$ cat src/rtl/jpeg_byte_unstuff_if.sv
// rtl/jpeg_byte_unstuff_if.sv - token stream bundle (data, end-of-stream, valid, back-pressure)
//
// One instance per stream. The producer drives d/e/v and the consumer drives b;
// a token transfers on a clock edge where v is high and b is low.
//   d : 8-bit byte carried by the token
//   e : end-of-stream token flag, qualified by v
//   v : token valid
//   b : back-pressure from the consumer

interface jpeg_byte_unstuff_if;
  logic [7:0] d;
  logic       e;
  logic       v;
  logic       b;

  modport master (output d, output e, output v, input b);
  modport slave  (input d, input e, input v, output b);
endinterface

$ cat src/rtl/jpeg_byte_unstuff.sv
// rtl/jpeg_byte_unstuff.sv - JPEG entropy-coded byte unstuffer and marker splitter
//
// Removes 0x00 stuffing after 0xFF, drops 0xFF fill bytes, sends marker codes
// to a separate stream and closes the scan stream with an end-of-stream token at EOI.
//   clock    : single clock, posedge
//   reset    : synchronous, active-high
//   rawbyte  : slave stream, raw file bytes in
//   filebyte : master stream, unstuffed scan bytes out
//   marker   : master stream, marker codes (second byte of FFxx) out
//   nbytes   : data bytes emitted on filebyte since the current image started
//   err      : sticky protocol error (image ended without EOI)

module jpeg_byte_unstuff #(
  parameter int CNT_W = 16
) (
  input  logic                  clock,
  input  logic                  reset,
  jpeg_byte_unstuff_if.slave    rawbyte,
  jpeg_byte_unstuff_if.master   filebyte,
  jpeg_byte_unstuff_if.master   marker,
  output logic [CNT_W-1:0]      nbytes,
  output logic                  err
);

  typedef enum logic [1:0] {
    NORMAL  = 2'd0,
    SAWFF   = 2'd1,
    EOI_EOS = 2'd2,
    DONE    = 2'd3
  } state_t;

  state_t     state;

  logic [7:0] f_d;
  logic       f_e;
  logic       f_v;
  logic [7:0] m_d;
  logic       m_e;
  logic       m_v;

  logic       ready_f;
  logic       ready_m;
  logic       both_ready;
  logic       accept;

  assign filebyte.d = f_d;
  assign filebyte.e = f_e;
  assign filebyte.v = f_v;
  assign marker.d   = m_d;
  assign marker.e   = m_e;
  assign marker.v   = m_v;

  assign ready_f    = !f_v || !filebyte.b;
  assign ready_m    = !m_v || !marker.b;
  assign both_ready = ready_f && ready_m;

  // Both output registers must be free before any input is taken, so a stall on
  // either stream holds the whole block. EOI_EOS owns the outputs for one
  // token slot, so input is blocked there as well.
  assign rawbyte.b  = !both_ready || (state == EOI_EOS);
  assign accept     = rawbyte.v && !rawbyte.b;

  always_ff @(posedge clock) begin
    if (reset) begin
      state  <= NORMAL;
      f_d    <= 8'h00;
      f_e    <= 1'b0;
      f_v    <= 1'b0;
      m_d    <= 8'h00;
      m_e    <= 1'b0;
      m_v    <= 1'b0;
      nbytes <= '0;
      err    <= 1'b0;
    end else begin
      // Drop valid on transfer; any reload below overrides this.
      if (f_v && !filebyte.b) begin
        f_v <= 1'b0;
      end
      if (m_v && !marker.b) begin
        m_v <= 1'b0;
      end

      if (state == EOI_EOS) begin
        if (both_ready) begin
          f_v   <= 1'b1;
          f_e   <= 1'b1;
          f_d   <= 8'h00;
          m_v   <= 1'b1;
          m_e   <= 1'b1;
          m_d   <= 8'h00;
          state <= DONE;
        end
      end else if (accept) begin
        case (state)
          NORMAL: begin
            if (rawbyte.e) begin
              // Image ended without EOI: still close both streams.
              f_v   <= 1'b1;
              f_e   <= 1'b1;
              f_d   <= 8'h00;
              m_v   <= 1'b1;
              m_e   <= 1'b1;
              m_d   <= 8'h00;
              err   <= 1'b1;
              state <= DONE;
            end else if (rawbyte.d == 8'hFF) begin
              state <= SAWFF;
            end else begin
              f_v    <= 1'b1;
              f_e    <= 1'b0;
              f_d    <= rawbyte.d;
              nbytes <= nbytes + CNT_W'(1);
            end
          end

          SAWFF: begin
            if (rawbyte.e) begin
              // Pending 0xFF is dropped; the scan is closed anyway.
              f_v   <= 1'b1;
              f_e   <= 1'b1;
              f_d   <= 8'h00;
              m_v   <= 1'b1;
              m_e   <= 1'b1;
              m_d   <= 8'h00;
              err   <= 1'b1;
              state <= DONE;
            end else if (rawbyte.d == 8'h00) begin
              // Stuffed 0xFF data byte.
              f_v    <= 1'b1;
              f_e    <= 1'b0;
              f_d    <= 8'hFF;
              nbytes <= nbytes + CNT_W'(1);
              state  <= NORMAL;
            end else if (rawbyte.d == 8'hFF) begin
              // Fill byte: keep waiting for the marker code.
              state <= SAWFF;
            end else begin
              m_v   <= 1'b1;
              m_e   <= 1'b0;
              m_d   <= rawbyte.d;
              state <= (rawbyte.d == 8'hD9) ? EOI_EOS : NORMAL;
            end
          end

          DONE: begin
            // Trailing padding is discarded; the end token re-arms for the next image.
            if (rawbyte.e) begin
              nbytes <= '0;
              state  <= NORMAL;
            end
          end

          default: begin
            state <= NORMAL;
          end
        endcase
      end
    end
  end

endmodule

$ cat src/flat_wrapper.sv
// flat-port wrapper written by rule: the top's interface ports become plain ports
module jpeg_byte_unstuff_flat 
#(
  parameter int CNT_W = 16
)
  (clock, reset, nbytes, err, rawbyte_d, rawbyte_e, rawbyte_v, rawbyte_b, filebyte_d, filebyte_e, filebyte_v, filebyte_b, marker_d, marker_e, marker_v, marker_b);
  jpeg_byte_unstuff_if rawbyte_i ();
  jpeg_byte_unstuff_if filebyte_i ();
  jpeg_byte_unstuff_if marker_i ();
  input  logic clock;
  input  logic reset;
  output logic [CNT_W-1:0] nbytes;
  output logic err;
  input wire logic [$bits(rawbyte_i.d)-1:0] rawbyte_d;
  input wire logic [$bits(rawbyte_i.e)-1:0] rawbyte_e;
  input wire logic [$bits(rawbyte_i.v)-1:0] rawbyte_v;
  output wire logic [$bits(rawbyte_i.b)-1:0] rawbyte_b;
  output wire logic [$bits(filebyte_i.d)-1:0] filebyte_d;
  output wire logic [$bits(filebyte_i.e)-1:0] filebyte_e;
  output wire logic [$bits(filebyte_i.v)-1:0] filebyte_v;
  input wire logic [$bits(filebyte_i.b)-1:0] filebyte_b;
  output wire logic [$bits(marker_i.d)-1:0] marker_d;
  output wire logic [$bits(marker_i.e)-1:0] marker_e;
  output wire logic [$bits(marker_i.v)-1:0] marker_v;
  input wire logic [$bits(marker_i.b)-1:0] marker_b;
  assign rawbyte_i.d = rawbyte_d;
  assign rawbyte_i.e = rawbyte_e;
  assign rawbyte_i.v = rawbyte_v;
  assign rawbyte_b = rawbyte_i.b;
  assign filebyte_d = filebyte_i.d;
  assign filebyte_e = filebyte_i.e;
  assign filebyte_v = filebyte_i.v;
  assign filebyte_i.b = filebyte_b;
  assign marker_d = marker_i.d;
  assign marker_e = marker_i.e;
  assign marker_v = marker_i.v;
  assign marker_i.b = marker_b;
  jpeg_byte_unstuff #(.CNT_W(CNT_W)) u_core (.clock(clock), .reset(reset), .rawbyte(rawbyte_i), .filebyte(filebyte_i), .marker(marker_i), .nbytes(nbytes), .err(err));
endmodule
$ cat config.mk
export PLATFORM = sky130hd
export DESIGN_NAME = jpeg_byte_unstuff_flat
export DESIGN_NICKNAME = d
export VERILOG_FILES = /design/src/rtl/jpeg_byte_unstuff_if.sv /design/src/rtl/jpeg_byte_unstuff.sv /design/src/flat_wrapper.sv
export SDC_FILE = /design/constraint.sdc
export NUM_CORES = 1
export LEC_CHECK = 0
export BUFFER_PORTS_ARGS = -buffer_cell sky130_fd_sc_hd__buf_4
export CORE_MARGIN = 1
export CORE_UTILIZATION = 46
export DETAILED_ROUTE_END_ITERATION = 10
export GPL_ROUTABILITY_DRIVEN = 0
export PLACE_DENSITY_LB_ADDON = 0.2
export SLEW_MARGIN = 20
export SYNTH_ARGS = -nofsm -noshare
export SYNTH_HDL_FRONTEND = slang
export SYNTH_SLANG_ARGS = --single-unit
$ cat constraint.sdc
create_clock -name clock -period 2.1 [get_ports clock]
set_input_delay 0.315 -clock clock [delete_from_list [all_inputs] [get_ports clock]]
set_output_delay 0.315 -clock clock [all_outputs]
set_load 0.02 [all_outputs]
**Yosys cells after proc, flatten, opt, wreduce, memory -nomap -nowiden**

Cells that the tools add are included.

- Muxes and demuxes: 63
- $add $sub $neg: 1
- Bitwise gates (word level): 1
- Eq/ne operators: 18
- Reductions and logical operators: 24

Operator list:

| operator | count |
|---|---|
| 2-to-1 mux 8 bit | 12 |
| 2-to-1 mux 16 bit | 5 |
| case mux 16 bit (3 select lines) | 1 |
| case mux 8 bit (2 select lines) | 2 |
| 2-to-1 mux 1 bit | 28 |
| 2-to-1 mux 2 bit | 10 |
| adder 16 x 1 -> 16 bit, second input constant | 1 |
| equality test 8 bit, second input constant | 2 |
| inequality test 4 x 3 -> 1 bit, second input constant | 3 |
| zero test 8 bit | 1 |
| inequality test 2 bit, second input constant | 4 |
| inequality test 4 x 2 -> 1 bit, second input constant | 2 |
| case mux 1 bit (2 select lines) | 4 |
| AND reduction 4 bit | 2 |
| AND reduction 8 bit | 1 |
| zero test 1 bit | 6 |
| inequality test 3 x 2 -> 1 bit, second input constant | 2 |
| case mux 2 bit (3 select lines) | 1 |
| AND reduction 6 bit | 1 |
| nonzero test 3 bit | 2 |
| AND reduction 5 bit | 1 |
| equality test 2 bit, second input constant | 2 |
| logical AND 1 bit | 4 |
| inequality test 2 x 1 -> 1 bit, second input constant | 2 |
| other kinds (6) | 8 |

- Input bits: 14
- Output and inout bits: 38
- Flip-flop bits (word level): 39

**Depth between registers and ports, before layout**

Gate-level depths: netlist (run 1).

- Depth in word-level cells: 9
- Gate-level depth with buffers: 8
- Gate-level depth less buffers: 5

**Least setup slack after synthesis (run 1)**

Ideal clock, no wire load.

- Path kind: input -> register
- Start point: input rawbyte_d[6]
- End point: register u_core.nbytes[8]
- Arrival: 1.946 ns
- Required time: 2.030 ns
- Path buffers: 1
- Path slack: 0.084 ns
- Library setup time: 0.070 ns
- Stages on the path: 6
- Path through: or4_4 > nor4_4 > o31ai_2 > clkbuf_2 > or4_1 > a21oi_1

- Cells in the longest elaborated chain, start to end: 3
- Elaborated cells between the ends (all ways): 5
- Those cells by class: eq/ne: 3; reduce/logical: 2

Ends and longest elaborated chain:

| item | line | RTL |
|---|---|---|
| start, declared | flat_wrapper.sv:14 | `input wire logic [$bits(rawbyte_i.d)-1:0] rawbyte_d;` |
| equality test 8 bit / zero test 8 bit (equally long branches) | jpeg_byte_unstuff.sv:106, jpeg_byte_unstuff.sv:127 |  |
| inequality test 2 bit (no source line) / inequality test 2 x 1 -> 1 bit (equally long branches) | - |  |
| AND reduction 8 bit (no source line) * | - |  |
| end signal, assigned | jpeg_byte_unstuff.sv:112 | `nbytes <= nbytes + CNT_W'(1);` |
| end signal, assigned | jpeg_byte_unstuff.sv:132 | `nbytes <= nbytes + CNT_W'(1);` |
| end, declared | jpeg_byte_unstuff.sv:21 | `output logic [CNT_W-1:0] nbytes,` |

Mark *: on every way between the ends. The rest lies on a longest branch, timed or not.
A chain may end at the register's enable or synchronous reset.

**Final worst setup path (run 1)**

- Start point: input rawbyte_d[6]
- End point: register u_core.nbytes[7]

Same word-level chain as after synthesis.

==> results of run 1 <==
## how the worst min path moves through the flow
stage	startpoint	to	slack (ns)
floorplan	rawbyte_d[0]	u_core.marker.d[0]	0.45
global placement	u_core.filebyte.d[7]	u_core.filebyte.d[7]	0.45
detailed placement	u_core.filebyte.d[7]	u_core.filebyte.d[7]	0.45
CTS	reset	u_core.err	0.28
global route	reset	u_core.err	0.29
finish	reset	u_core.err	0.28
## cells by family (layout without fill, tap and decap cells)
| logic type | count (synthesis) | in the layout |
|---|---|---|
| AOI/OAI and AO/OA | 68 | 68 |
| adders and majority gates | 1 | 1 |
| buffers and inverters | 16 | 86 |
| DFF | 39 | 39 |
| muxes | 1 | 1 |
| and+or+nand+nor | 83 | 83 |
## report_power, final
| group | total [µW] | internal (µW) | switching [µW] |
|---|---|---|---|
| clock network | 642 | 384 | 257 |
| registers | 799 | 773 | 26.1 |
| logic | 325 | 145 | 180 |
## cell usage in the layout, fill, tap and decap left out, types with 3 or more instances in the layout
cell and n:
or2_2 3, o211ai_1 4, a31oi_1 3, nand3_1 8, a22o_1 8, nor3_1 4
or4_1 11, nand2_1 17, o2bb2ai_1 8, clkbuf_8 6, a21oi_1 15, or3_1 6
nand4_1 3, buf_4 71, o21ai_0 12, nor2_1 14, dfxtp_1 39, o31ai_1 5
inv_1 6, and3_1 4
## registers in the layout, indices dropped and copies added (netlist names)
register	flops
u_core.err	1
u_core.filebyte.e	1
u_core.nbytes	16
u_core.filebyte.d	8
u_core.filebyte.v	1
u_core.marker.e	1
u_core.marker.d	8
u_core.state	2
u_core.marker.v	1
## what timing repair did
| item | 4_1_cts | 5_1_grt |
|---|---|---|
| resized for setup | 0 | 1 |
| endpoints found under the setup margin | 0 | 6 |
| hold buffers | 0 | 0 |
## synthesized netlist by cell type (3+ instances only)
cell        n  area, µm²
or2_2       3       18.8
o2bb2ai_1   8       70.1
nand4_1     3       18.8
nand2_1    17       63.8
a31oi_1     3       18.8
a21oi_1    15       75.1
nor2_1     14       52.6
and3_1      4       25.0
a22o_1      8       70.1
o21ai_0    12       60.1
or4_1      11       82.6
o31ai_1     5       37.5
dfxtp_1    39        781
o211ai_1    4       30.0
inv_1       6       22.5
nand3_1     8       40.0
nor3_1      4       20.0
clkbuf_1    8       30.0
or3_1       6       37.5
## cell type report
class                      count  share of cell area [%]
clock buffer                   6                    3.30
clock inverter                 2                    1.40
inverter                       6                   0.900
multi-input combinational    153                    38.7
sequential                    39                    31.2
tap                           48                    2.40
timing repair buffer          72                    22.1
## critical path, stage by stage
cell and delay (ns):
buf_4 0.11, or4_4 0.56, nor4_4 0.28, o31ai_2 0.10
buf_12 0.17, or4_1 0.50, a21oi_1 0.17
## per-layer routing
layer / routed length, µm / vias up / global-route usage, %
met5: 0 / - / 0
met4: 29 / 0 / 7.78
met3: 229 / 3 / 4.93
met2: 1970 / 55 / 35.7
met1: 2200 / 862 / 32.4
li1: - / 929 / -
## stage by stage
stage	std cells	setup WS [ns]	hold slack [ns]	area, µm²	utilization [%]
final	326	0.109	0.279	2500	67.3
after global routing	326	-0.00894	0.287	2500	67.3
after CTS	326	0.0346	0.277	2500	67.2
after detailed placement	318	-0.156	0.448	2380	64.0
after global placement	318	-0.108	0.453	2380	64.0
after floorplan	208	0.0839	0.448	1810	-
==> impl_metrics.csv, run 1 <==
group,metric,value,unit
floorplan,rows,22,
power_and_ir_drop,p_per_area,706,mW/mm²
clock_network,root_buffer,"clkbuf_8",
clock_network,clkLatencyLatePin,0.30,ns
synth,ys_ff_latch,39,
worst_setup_path,startpoint_type,"input pin",
timing,fin_crit,1.99,ns
timing,setup_tns,0,ns
power_and_ir_drop,fin_total_pwr,1770,µW
timing,rsz0062_at_grt,"true",
routing,via_per_inst,5.67,
final_layout,seqCellArea,781,µm²
power_and_ir_drop,max-vdd-ir-drop,0.479,mV
final_layout,final_layout_size_suffix_gt1_share,31.7,%
clock_network,cts_buffer_depth,2,
routing,postRouteAntennaNets,0,
timing,clock_skew,0.00862,ns
synth,yosysUniqueCellTypes,43,
final_layout,multi_input_area,968,µm²
timing,relSlewSlack,50.3,%
timing,min_period_over_period,94.8,%
final_layout,n_antenna_cell,0,
clock_network,path_clk_slew,0.08,ns
synth,syn-num-nets,223,
synth,synth_xor_area_share,0,%
place,hpwl,3230,µm
routing,route.vias.total,1849,
hold_path,min-delay-path-class,"input pin to register",
synth,ys_seq_area_share,43.2,%
floorplan,die_y,64.7,µm
synth,yosysWarnings,0,
worst_setup_path,crit_fanout,30,
clock_network,cts_buffers,5,
floorplan,initial_core_util,48.6,%
timing,worst_pin_slew,0.745,ns
routing,drcViolationCount,0,
routing,wire_per_inst,13.6,µm
synth,synth_mux_area_share,0.554,%
grt,grt-ovfl-total,0,
floorplan,pin_count,52,
worst_setup_path,rrSetupSlack,0.15,ns
synth,avgSynthCellArea,8.69,µm²
synth,syn_inst,208,
floorplan,design.die.area,0.00418,mm²
status,outcome,"complete, no violations",
grt,grt_pass1_vias,1676,
timing,setup_viol,0,
worst_setup_path,cp-startpoint,"rawbyte_d[6]",
worst_setup_path,worstRegToRegCells,6,
worst_setup_path,worstPathArrival,2.21,ns
timing,finalHoldViolCount,0,
clock_network,ctsHtreeMaxLevel,2,
grt,grt_usage,23.3,%
floorplan,core,0.00372,mm²
floorplan,die_w,64.7,µm
worst_setup_path,r2r_start,"u_core.state[1]",
final_layout,fill_cells,342,
grt,antenna_found_initial,0,
grt,grt_max_degree,31,
synth,synth_edf_count,0,
synth,synthAdderAreaFrac,0.693,%
timing,fmax,0.502,GHz
worst_setup_path,r2r_end,"u_core.nbytes[7]",
place,port_buffers,51,
clock_network,cts_tree,"yes",
final_layout,areaGrowthSynthToFinish,38.5,%
power_and_ir_drop,p_leak,0.00104,µW
worst_setup_path,worstPathRequired,2.32,ns
synth,syn_area,0.00181,mm²
synth,yosys.area_share.simple,26.2,%
final_layout,fin_nets,292,
synth,synth_flop_cell,"dfxtp_1",
worst_setup_path,cp-endpoint,"u_core.nbytes[7]",
synth,ys_async_sr_fraction,0,%
routing,totalWireLength,4420,µm
job,drv_cap,0,
clock_network,cts_setup_buffers,0,
clock_network,cts.sinks,39,
timing,maxSlewViolCount,0,
worst_setup_path,crit_type,"input pin to register",
grt,grt_pass1_wl,7600,µm
worst_setup_path,cp-end-kind,"register",
routing,first_pass_iters,4,
routing,initialDrtViolationCount,165,
synth,synth-compound-area-share,25.9,%
hold_path,hold_depth,2,
synth,synth_top_family_by_area,"simple AND/OR/NAND/NOR gates",
Power figures use the tool's default switching activity.
==> run 2: changes to the inputs <==
CORE_UTILIZATION = 48   (was 46)
CTS_BUF_LIST = sky130_fd_sc_hd__clkbuf_8   (was unset)
MAX_ROUTING_LAYER = met4   (was unset)
==> impl_metrics.csv, run 2 (synthesis gave the netlist of run 1 again) <==
group,metric,value,unit
worst_setup_path,worstPathRequired,2.32,ns
timing,setup_viol,0,
final_layout,final_layout_size_suffix_gt1_share,31.2,%
clock_network,path_clk_slew,0.07,ns
clock_network,cts_setup_buffers,0,
final_layout,n_antenna_cell,0,
timing,min_period_over_period,92.3,%
place,place_area,0.00238,mm²
grt,antenna_found_initial,0,
power_and_ir_drop,clockPowerShare,29.1,%
worst_setup_path,slowest_delay,0.50,ns
worst_setup_path,startpoint_type,"register",
timing,maxSlewViolCount,0,
floorplan,pin_count,52,
routing,wire_per_inst,14.2,µm
routing,via_per_inst,5.70,
floorplan,die_y,63.4,µm
grt,grt_pass1_vias,1705,
final_layout,mostFrequentLayoutCell,"buf_4",
clock_network,ctsHtreeMaxLevel,2,
power_and_ir_drop,sw_frac_of_total,28.3,%
power_and_ir_drop,p_comb_share,20.7,%
worst_setup_path,crit_type,"register to register",
floorplan,die_w,63.4,µm
worst_setup_path,cp-end-kind,"register",
final_layout,fin_nets,293,
power_and_ir_drop,p_leak,0.00103,µW
worst_setup_path,crit_chain,"or3_1 > a21oi_1 > o31ai_2 > buf_12 > or4_1 > a21oi_1",
final_layout,areaGrowthSynthToFinish,36.9,%
grt,grt_pass1_wl,7950,µm
timing,relSlewSlack,53.8,%
power_and_ir_drop,switchingPower,452,µW
floorplan,initial_core_util,52.1,%
clock_network,cts_resized,0,
timing,fmax,0.516,GHz
clock_network,root_buffer,"clkbuf_8",
grt,grt_usage,26.1,%
clock_network,cts_buffers,5,
place,hpwl,3350,µm
place,port_buffers,51,
routing,drcViolationCount,0,
clock_network,cts.sinks,39,
status,outcome,"complete, no violations",
timing,finalHoldViolCount,0,
worst_setup_path,cpMostUsedCell,"a21oi_1",
final_layout,mostFrequentLayoutCells,"buf_4, dfxtp_1, nand2_1, a21oi_1, nor2_1",
final_layout,stdcell_area,0.00247,mm²
timing,rsz0062_at_grt,"false",
floorplan,design.die.area,0.00401,mm²
routing,initialDrtViolationCount,112,
worst_setup_path,worst_path_max_delay_cell,"or4_1",
worst_setup_path,crit_fanout,26,
clock_network,cts_tree,"yes",
worst_setup_path,worstPathArrival,2.16,ns
power_and_ir_drop,p_seq_share,50.2,%
final_layout,largest_register,"u_core.nbytes",
routing,route.vias.total,1853,
timing,timing.final.ws_setup,0.161,ns
timing,clock_skew,0.00401,ns
routing,totalWireLength,4630,µm
grt,grt-ovfl-total,0,
hold_path,min-delay-path-class,"input pin to register",
power_and_ir_drop,max-vdd-ir-drop,0.564,mV
job,drv_cap,0,
timing,fin_crit,1.94,ns
floorplan,rows,21,
grt,grt_max_degree,27,
power_and_ir_drop,p_per_area,645,mW/mm²
final_layout,largest_reg_flops,16,
routing,first_pass_iters,4,
power_and_ir_drop,internal_power,1140,µW
clock_network,clkLatencyLatePin,0.29,ns
clock_network,postCtsHoldBufs,0,
floorplan,core,0.00347,mm²
timing,holdWs,0.293,ns
place,pre_cts_ws,-0.125,ns
clock_network,cts_buffer_depth,2,
timing,worst_pin_slew,0.694,ns
routing,postRouteAntennaNets,0,
run 2: cell count changes in the layout (fill, tap and decap cells not counted):
cell | before | now
buf_4 | 71 | 72
or2_2 | 3 | 2
clkbuf_8 | 6 | 5
bufinv_16 | 1 | 0
or2_4 | 0 | 1
inv_1 | 6 | 8
run 2: path summary, 6_finish.rpt:
path / from / endpoint / slack (ns) / depth (start not counted)
setup / recovery: u_core.state[0] / u_core.nbytes[7] / 0.16 / 6
setup reg to reg: u_core.state[0] / u_core.nbytes[7] / 0.16 / 6
hold reg to reg: u_core.filebyte.e / u_core.filebyte.e / 0.47 / 2
hold / removal: reset / u_core.marker.v / 0.29 / 2
run 2: cell type report:
class	count	area, µm²
fillers	283	995
multi-input cells	153	971
inverters	6	22.5
well taps	46	57.6
flip-flops and latches	39	781
clock inverters	3	12.5
repair buffers	73	561
clock buffers	5	68.8
run 2: metal layers:
layer / wire (µm) / track usage, %
met1: 2250 / 34.6
met5: 0 / -
met3: 253 / 7.61
met4: 61 / 12.2
met2: 2060 / 36.2
run 2: critical path, delay by kind of cell (launching register included):
family,cells,cell delay (ns)
flip-flops,1,0.38
AO/OA/AOI/OAI,3,0.42
AND/OR/NAND/NOR,2,0.90
buffers and inverters,1,0.17
run 2: power groups by stage:
stage	clock network, µW	logic, µW	registers [µW]
2_1_floorplan	0	139	846
3_3_place_gp	0	321	815
3_5_place_dp	0	323	816
4_1_cts	479	325	800
5_1_grt	530	356	806
6_report	465	330	802
run 2: per-stage QoR:
step | TNS, ns | util [%] | power [µW] | cells
detailed placement | -0.995 | 68.8 | 1140 | 317
finish | 0 | 71.3 | 1600 | 325
floorplan | 0 | - | 986 | 208
global route | 0 | 71.3 | 1690 | 325
global placement | -0.762 | 68.8 | 1140 | 317
CTS | 0 | 71.1 | 1600 | 325
==> run 3: changes to the inputs <==
PLACE_DENSITY = 0.79   (was unset)
PLACE_DENSITY_LB_ADDON = unset   (was 0.2)
==> impl_metrics.csv, run 3 (synthesis gave the netlist of run 1 again) <==
group,metric,value,unit
routing,drcViolationCount,0,
timing,setup_viol,0,
worst_setup_path,slowest_delay,0.52,ns
grt,grt_usage,27.2,%
power_and_ir_drop,p_comb_share,20.4,%
worst_setup_path,worstPathArrival,2.23,ns
timing,holdWs,0.288,ns
routing,wire_per_inst,14.5,µm
place,port_buffers,51,
routing,initialDrtViolationCount,91,
routing,met3_length,264,µm
timing,fin_crit,1.99,ns
final_layout,fin_nets,295,
grt,grt_pass1_vias,1788,
routing,via_per_inst,5.72,
power_and_ir_drop,p_per_area,658,mW/mm²
grt,grt_max_degree,30,
clock_network,cts_buffer_depth,2,
final_layout,n_antenna_cell,0,
worst_setup_path,crit_type,"register to register",
power_and_ir_drop,p_leak,0.00104,µW
worst_setup_path,worst_path_max_delay_cell,"or4_1",
power_and_ir_drop,p_seq_share,48.7,%
final_layout,final_layout_size_suffix_gt1_share,32.9,%
final_layout,mostFrequentLayoutCell,"buf_4",
routing,wl_met1,2200,µm
timing,fmax,0.502,GHz
floorplan,die_y,63.4,µm
timing,clock_skew,0.00440,ns
final_layout,fill_cells,300,
timing,min_period_over_period,94.9,%
power_and_ir_drop,sw_frac_of_total,28.2,%
power_and_ir_drop,internal_power,1180,µW
clock_network,path_clk_slew,0.07,ns
power_and_ir_drop,fin_total_pwr,1650,µW
worst_setup_path,worstPathRequired,2.33,ns
floorplan,pin_count,52,
worst_setup_path,crit_fanout,29,
worst_setup_path,startpoint_type,"register",
routing,postRouteAntennaNets,0,
status,outcome,"complete, no violations",
clock_network,ctsHtreeMaxLevel,2,
timing,finalHoldViolCount,0,
worst_setup_path,cp-end-kind,"register",
routing,routed.top_layer,"met4",
grt,grt-ovfl-total,0,
clock_network,cts_tree,"yes",
power_and_ir_drop,max-vdd-ir-drop,0.509,mV
clock_network,cts.sinks,39,
floorplan,design.die.area,0.00401,mm²
final_layout,largest_reg_flops,16,
final_layout,largest_register,"u_core.nbytes",
timing,rsz0062_at_grt,"false",
worst_setup_path,crit_chain,"or2_2 > nor4_4 > o31ai_2 > buf_12 > or4_1 > a21oi_2",
grt,grt_pass1_wl,8210,µm
timing,maxSlewViolCount,0,
floorplan,die_w,63.4,µm
grt,antenna_found_initial,0,
clock_network,cts_buffers,5,
routing,route.vias.total,1865,
power_and_ir_drop,switchingPower,465,µW
job,drv_cap,0,
routing,met2WireLength,2170,µm
floorplan,rows,21,
clock_network,cts_setup_buffers,0,
final_layout,seqCellArea,781,µm²
place,hpwl,3470,µm
routing,totalWireLength,4720,µm
floorplan,initial_core_util,52.1,%
floorplan,core,0.00347,mm²
timing,relSlewSlack,66.7,%
timing,worst_pin_slew,0.498,ns
clock_network,postCtsHoldBufs,0,
power_and_ir_drop,clockPowerShare,31.0,%
clock_network,clkLatencyLatePin,0.29,ns
clock_network,root_buffer,"clkbuf_8",
hold_path,min-delay-path-class,"input pin to register",
clock_network,cts_resized,0,
final_layout,areaGrowthSynthToFinish,38.5,%
routing,first_pass_iters,4,
final_layout,multi_input_area,978,µm²
final_layout,mostFrequentLayoutCells,"buf_4, dfxtp_1, nand2_1, a21oi_1, nor2_1",
[run 3: cell types whose count changed in the layout (fill, tap and decap cells not counted), sizes merged]
cell / before / now
inv: 8 / 6
buf: 73 / 75
clkbuf: 5 / 6
[run 3: critical path: cells and delay by family (launching register included)]
family          cells  cell delay [ns]
compound gates      2             0.24
buf+inv             1             0.17
flops               1             0.36
simple gates        3             1.16
[run 3: power groups by stage]
stage	combinational [µW]	sequential, µW	clock (µW)
floorplan	139	846	0
global placement	323	815	0
detailed placement	328	816	0
CTS	329	799	523
global route	368	806	563
finish	336	801	510
[run 3: area by class of cell]
| class | count | share of cell area, % |
|---|---|---|
| Timing Repair Buffer | 75 | 23.0 |
| Multi-Input combinational cell | 153 | 39.1 |
| Clock buffer | 6 | 3.30 |
| Clock inverter | 1 | 0.200 |
| Sequential cell | 39 | 31.2 |
| Tap cell | 46 | 2.30 |
| Inverter | 6 | 0.900 |
[run 3: worst paths after layout]
check / startpoint / to / slack [ns] / cells after the start
worst min register to register: u_core.filebyte.d[1] / u_core.filebyte.d[1] / 0.47 / 1
worst max-delay path: u_core.state[1] / u_core.nbytes[5] / 0.11 / 6
worst max register to register: u_core.state[1] / u_core.nbytes[5] / 0.11 / 6
worst min-delay path: reset / u_core.marker.v / 0.29 / 2
[run 3: stage by stage]
step	setup TNS [ns]	setup WS, ns	instances	instance area (µm²)	utilization, %
floorplan	0	0.0839	208	1810	-
global placement	-0.618	-0.0964	319	2400	69.2
detailed placement	-1.35	-0.125	319	2400	69.2
CTS	0	0.114	326	2490	71.7
global route	0	0.00292	326	2500	72.2
finish	0	0.106	326	2500	72.2
[run 3: per-layer routing]
| layer | GRT usage (%) | vias up |
|---|---|---|
| li1 | - | 933 |
| met1 | 33.5 | 862 |
| met2 | 41.9 | 62 |
| met3 | 7.25 | 8 |
| met4 | 11.4 | 0 |
| met5 | - | - |
